==> config.mk <==
export PLATFORM = sky130hd
export DESIGN_NAME = mem_arbiter
export DESIGN_NICKNAME = d
export VERILOG_FILES = /design/src/rtl/mem_arbiter.sv
export SDC_FILE = /design/constraint.sdc
export NUM_CORES = 1
export LEC_CHECK = 0
export CORE_ASPECT_RATIO = 1.5
export CORE_MARGIN = 8
export CORE_UTILIZATION = 25
export DETAILED_ROUTE_END_ITERATION = 7
export PLACE_DENSITY = 0.62
export SLEW_MARGIN = 10
export SYNTH_ARGS = -nofsm -noshare
export SYNTH_HDL_FRONTEND = slang
export SYNTH_SLANG_ARGS = --single-unit
==> constraint.sdc <==
create_clock -name clk -period 2.1 [get_ports clk]
set_input_delay 0.525 -clock clk [delete_from_list [all_inputs] [get_ports clk]]
set_output_delay 0.525 -clock clk [all_outputs]
set_load 0.01 [all_outputs]
==> src/rtl/mem_arbiter.sv <==
// mem_arbiter: grants one shared memory bus to the IF or MEM port, with MEM priority, IF anti-starvation and registered bus/status outputs
module mem_arbiter (
  input  logic        clk,
  input  logic        rst,
  input  logic        if_re,
  input  logic [31:0] if_addr,
  input  logic        mem_re,
  input  logic        mem_we,
  input  logic [31:0] mem_addr,
  input  logic [3:0]  mem_sel,
  input  logic [31:0] mem_wdata,
  output logic        bus_req,
  output logic        bus_we,
  output logic [31:0] bus_addr,
  output logic [3:0]  bus_sel,
  output logic [31:0] bus_wdata,
  input  logic        bus_ack,
  input  logic [31:0] bus_rdata,
  output logic [31:0] rdata_o,
  output logic [1:0]  busy_o,
  output logic [1:0]  done_o
);
  typedef enum logic [1:0] {IDLE, GRANT_IF, GRANT_MEM} state_t;
  state_t r_state;
  logic [2:0] r_starve;
  logic w_if_elig, w_mem_elig, w_pick_if, w_pick_mem;
  assign w_if_elig  = if_re & ~done_o[0];
  assign w_mem_elig = (mem_re | mem_we) & ~done_o[1];
  assign w_pick_if  = w_if_elig & (~w_mem_elig | (r_starve >= 3'd4));
  assign w_pick_mem = w_mem_elig & ~w_pick_if;
  always_ff @(posedge clk) begin
    if (rst) begin
      r_state   <= IDLE;
      r_starve  <= 3'd0;
      bus_req   <= 1'b0;
      bus_we    <= 1'b0;
      bus_addr  <= 32'd0;
      bus_sel   <= 4'd0;
      bus_wdata <= 32'd0;
      rdata_o   <= 32'd0;
      busy_o    <= 2'b00;
      done_o    <= 2'b00;
    end else begin
      done_o <= 2'b00;
      case (r_state)
        IDLE: begin
          if (w_pick_if) begin
            r_state   <= GRANT_IF;
            r_starve  <= 3'd0;
            bus_req   <= 1'b1;
            bus_we    <= 1'b0;
            bus_addr  <= if_addr;
            bus_sel   <= 4'hF;
            bus_wdata <= 32'd0;
            busy_o    <= 2'b01;
          end else if (w_pick_mem) begin
            r_state   <= GRANT_MEM;
            r_starve  <= if_re ? r_starve + 3'd1 : 3'd0;
            bus_req   <= 1'b1;
            bus_we    <= mem_we;
            bus_addr  <= mem_addr;
            bus_sel   <= mem_we ? mem_sel : 4'hF;
            bus_wdata <= mem_we ? mem_wdata : 32'd0;
            busy_o    <= 2'b10;
          end
        end
        default: begin
          if (bus_ack) begin
            r_state   <= IDLE;
            bus_req   <= 1'b0;
            bus_we    <= 1'b0;
            bus_addr  <= 32'd0;
            bus_sel   <= 4'd0;
            bus_wdata <= 32'd0;
            busy_o    <= 2'b00;
            done_o    <= {r_state == GRANT_MEM, r_state == GRANT_IF};
            rdata_o   <= bus_we ? rdata_o : bus_rdata;
          end
        end
      endcase
    end
  end
endmodule
== Word-level counts from Yosys, hierarchy flattened ==
Index checks and enable logic that the tools add are counted.
Word-level totals
  flip-flop bits (word level): 109
  input bits: 138
  output and inout port bits: 106
  word-level logic and storage cells: 61
Operators by class
  add/subtract/negate cells: 1
  order comparisons: 1
  equal/unequal tests: 3
  mux-type cells: 27
  bitwise logic cells: 13
  reductions and logical operators: 7
Operators by type and width (count)
  $mux W32: 8
  $mux W4: 5
  $mux W3: 3
  $mux W2: 4
  $mux W1: 7
  $not A1 Y1: 7
  $and A1 B1 Y1: 4
  $reduce_and A2 Y1: 2
  $reduce_bool A2 Y1: 2
  $add A3 B1 Y3 const B: 1
  $ge A3 B3 Y1 const B: 1
  $ne A3 B3 Y1 const B: 1
  $reduce_and A3 Y1: 1
  $reduce_or A3 Y1: 1
  $eq A2 B1 Y1 const B: 1
  $eq A2 B2 Y1 const B: 1
  $logic_not A2 Y1: 1
  $or A1 B1 Y1: 2

== Logic depth before layout (Yosys ltp) ==
  depth after elaboration: 10
  mapped depth: 6
  mapped depth without buffers: 5

== Worst setup path after synthesis ==
OpenSTA, ideal clock, no wires.
  path kind: input -> register
  start point: input if_re
  end point: register bus_addr[19]
  library setup time: 0.060 ns
  arrival time: 1.632 ns
  required time: 2.040 ns
  slack: 0.408 ns
  cell stages on the path: 5
  buffers on the path: 1
  cells stage by stage: and2b_2 > a2111oi_4 > clkbuf_1 > and2_1 > a221o_1
Between the ends
  word-level cells in the longest chain between the ends: 6
  elaborated cells between the ends (all ways): 8
  those cells by class: 1 x eq/ne; 2 x mux; 4 x bitwise; 1 x reduce/logical
RTL lines
  start: declaration: line 5  | input logic if_re,
  $and A1 B1 Y1 *: line 27  | assign w_if_elig = if_re & ~done_o[0];
  $and A1 B1 Y1 *: line 29  | assign w_pick_if = w_if_elig & (~w_mem_elig | (r_starve >= 3'd4));
  $not A1 Y1: line 30  | assign w_pick_mem = w_mem_elig & ~w_pick_if;
  $and A1 B1 Y1: line 30
  $ne A3 B3 Y1 (no line)
  $reduce_and A2 Y1 (no line)
  end signal: assignment: line 52  | bus_addr <= if_addr;
  end signal: assignment: line 61  | bus_addr <= mem_addr;
  end: declaration: line 14  | output logic [31:0] bus_addr,
Every way passes the cells marked *; elsewhere a longest branch is shown, timed or not.
A chain may end at the register's enable or synchronous reset.

== Worst setup path in the final report ==
  start point: input mem_we
  end point: register bus_addr[11]
Between the ends
  word-level cells in the longest chain between the ends: 9
  elaborated cells between the ends (all ways): 11
  those cells by class: 1 x eq/ne; 2 x mux; 7 x bitwise; 1 x reduce/logical
RTL lines
  start: declaration: line 8  | input logic mem_we,
  $or A1 B1 Y1 *: line 28  | assign w_mem_elig = (mem_re | mem_we) & ~done_o[1];
  $and A1 B1 Y1 *: line 28
  $not A1 Y1: line 29
  $or A1 B1 Y1: line 29
  $and A1 B1 Y1: line 29
  $not A1 Y1: line 30
  $and A1 B1 Y1: line 30
  $ne A3 B3 Y1 (no line)
  $reduce_and A2 Y1 (no line)
Marked as above.

==> metrics.yaml <==
timing:
  hold_violations: 0
  fin_crit_ps: 2010
  fmax_ghz: 0.497
  setup_viol: 0
  setup_ws_ps: 87.8
  drv_slew: 0
  skew_ps: 15.4
  slew_headroom: 0.597
  worstMarginPinSlew_ps: 603
  fin_crit_sh: 0.958
synthesis:
  synthCells: 403
  syn_area_per_cell_um2: 9.84
  synth_warnings: 0
  ys_ff_latch: 109
  synth_cell_type_count: 38
  ys_seq_area_frac: 0.551
  syn_area_um2: 3960
  synth_fp_nets: 542
worst_setup_path:
  arrival_ps: 2240
  slowest_stage: "clkdlybuf4s50_1"
  critical_path_class: "input port to flip-flop"
  critPathCaptureType: "flip-flop"
  start_kind: "input port"
  worstPathMaxFanout: 17
  crit_chain: "clkdlybuf4s50_1 > o21bai_4 > a31oi_2 > nor2_4 > a221o_1"
  worst_path_largest_cell_delay_ps: 540
  cp.required_ps: 2330
clock_tree:
  clk-insertion-delay-late_ps: 350
  cts_tree: "yes"
  clockRootBuffer: "clkbuf_16"
  cts_buffer_depth: 2
  clkTransAtPathRegs_ps: 70
  cts_buffers: 9
  htreeDepth: 3
  cts.sinks: 109
placement:
  dp_hpwl_um: 11500
  port_buffers: 243
  globalplace.congestion: 0.784
  dpl_cell_area_um2: 6770
  dp_slack_ps: -525
run_status:
  status: "finished, final reports clean"
die:
  die_w_um: 119
  rows: 56
  coreArea_um2: 15600
  die-area_um2: 20200
  ioPinCount: 244
  die_h_um: 170
  start_util: 0.255
cells_and_area:
  drive_above_1_share: 0.0904
  final_nets: 798
  fillCellCount: 1504
  ff_latch_area_um2: 2180
  stdcell_area_um2: 7150
  mostFrequentLayoutCell: "clkdlybuf4s50_1"
  mostFrequentLayoutCells: "clkdlybuf4s50_1 (241), dfxtp_1 (109), nand2_1 (82), a21oi_1 (43), a22o_1 (32)"
  multi_input_area_um2: 1680
  antenna_cells: 0
  area_growth_pct: 80.3
grt:
  track_usage: 0.146
  antenna_found_initial: 1
  grt_max_degree: 45
  grt_pass1_vias: 4123
  overflow: 0
  grt_first_pass_wirelength_um: 23400
pwr:
  ir_drop_mv: 0.422
  power_mw: 5.13
  power_density_nw_per_um2: 717
  power_leakage_nw: 2.65
route:
  drt-total-wl_um: 15700
  via_per_inst: 4.60
  vias: 3984
  drtIter0Drc: 178
  drt_first_pass_iters: 4
  ant_nets: 0
  wl_per_cell_um: 18.1
  route.detailed.drc: 0
hold_path:
  hold_path_class: "flip-flop to flip-flop"
job:
  maxCapViolations: 0
==> final cells by class <==
type                    instances  share of cell area
flip-flops and latches        109               0.305
clock buffers                   9              0.0315
well taps                     203              0.0355
clock inverters                 7             0.00928
repair buffers                271               0.382
multi-input cells             266               0.235
inverters                       2             0.00105
==> cell usage after synthesis <==
cell type	number	area (um2)
nand2b_1	5	31.3
clkbuf_1	14	52.6
or4b_2	1	10.0
o21ai_0	13	65.1
o22a_1	1	8.76
and2_1	25	156
nor3_2	1	10.0
and4bb_2	1	12.5
ha_1	1	12.5
a221o_1	25	250
o21ba_2	1	10.0
or2_1	1	6.26
buf_1	2	7.51
inv_1	2	7.51
buf_2	8	40.0
and2b_2	1	8.76
a21oi_1	43	215
nor3_4	1	16.3
nor2_1	8	30.0
a22o_1	32	280
buf_6	4	45.0
nand4b_1	1	8.76
a21o_1	1	7.51
o21bai_4	1	18.8
o21ai_2	1	8.76
nand3_1	1	5.00
a211o_4	1	17.5
a31oi_1	8	50.1
or2b_1	1	7.51
a22oi_1	1	7.51
nor2b_1	1	6.26
o21a_1	1	7.51
a2111oi_0	1	8.76
a2111oi_4	1	27.5
nor4bb_1	1	10.0
dfxtp_1	109	2180
o22ai_1	1	6.26
nand2_1	82	308
==> cell families after synthesis <==
group,share of synthesized area
AO/OA/AOI/OAI,0.250
AND/OR/NAND/NOR,0.158
flip-flops,0.551
buffers and inverters,0.0385
adder cells (fa/ha/maj),0.00316
==> stage by stage <==
| stage | std cells | TNS [ps] | utilization | hold slack (ps) |
|---|---|---|---|---|
| CTS | 865 | 0 | 0.457 | 456 |
| detailed placement | 846 | -23780 | 0.435 | 446 |
| global route | 867 | -6.46 | 0.459 | 472 |
| floorplan | 403 | 0 | - | 448 |
| finish | 867 | 0 | 0.459 | 454 |
| global placement | 846 | -19810 | 0.435 | 442 |
==> critical path: cells and delay by family <==
| family | cells | cell delay (ps) |
|---|---|---|
| and+or+nand+nor | 1 | 230 |
| AOI/OAI and AO/OA | 3 | 940 |
| buffers and inverters | 1 | 540 |
==> registers in the layout (all words and copies together) (netlist names), 2 cells and up <==
signal,count
r_starve,3
bus_addr,32
r_state,2
done_o,2
bus_wdata,32
rdata_o,32
bus_sel,4
==> layer usage <==
| metal | vias to the layer above | wire, um | GRT usage |
|---|---|---|---|
| met5 | - | 13 | 0 |
| met1 | 1877 | 6020 | 0.155 |
| met2 | 130 | 8310 | 0.267 |
| met3 | 22 | 949 | 0.0431 |
| met4 | 2 | 375 | 0.0547 |
| li1 | 1953 | - | - |
==> where the power goes <==
group,switching [mW],internal (mW),leakage (nW),total (mW)
Clock,0.847,0.836,0.138,1.68
Combinational,0.457,0.682,1.62,1.14
Sequential,0.0878,2.22,0.892,2.30
Total,1.39,3.73,2.65,5.13
==> repair_timing <==
item	4_1_cts	5_1_grt
gates cloned	2	1
hold buffers	0	0
pin swaps	2	2
hold endpoints to repair	0	0
gates resized for setup	2	2
buffers inserted	1	1
endpoints found under the setup margin	35	24
==> path summary, 6_finish.rpt <==
path	start	end	slack, ps	cells past startpoint
worst max-delay path	mem_we	bus_addr[11]	90	5
worst min-delay path	rdata_o[28]	rdata_o[28]	450	2
worst max register to register	r_state[1]	bus_addr[11]	260	6
worst min register to register	rdata_o[28]	rdata_o[28]	450	2
Power figures use the tool's default switching activity.
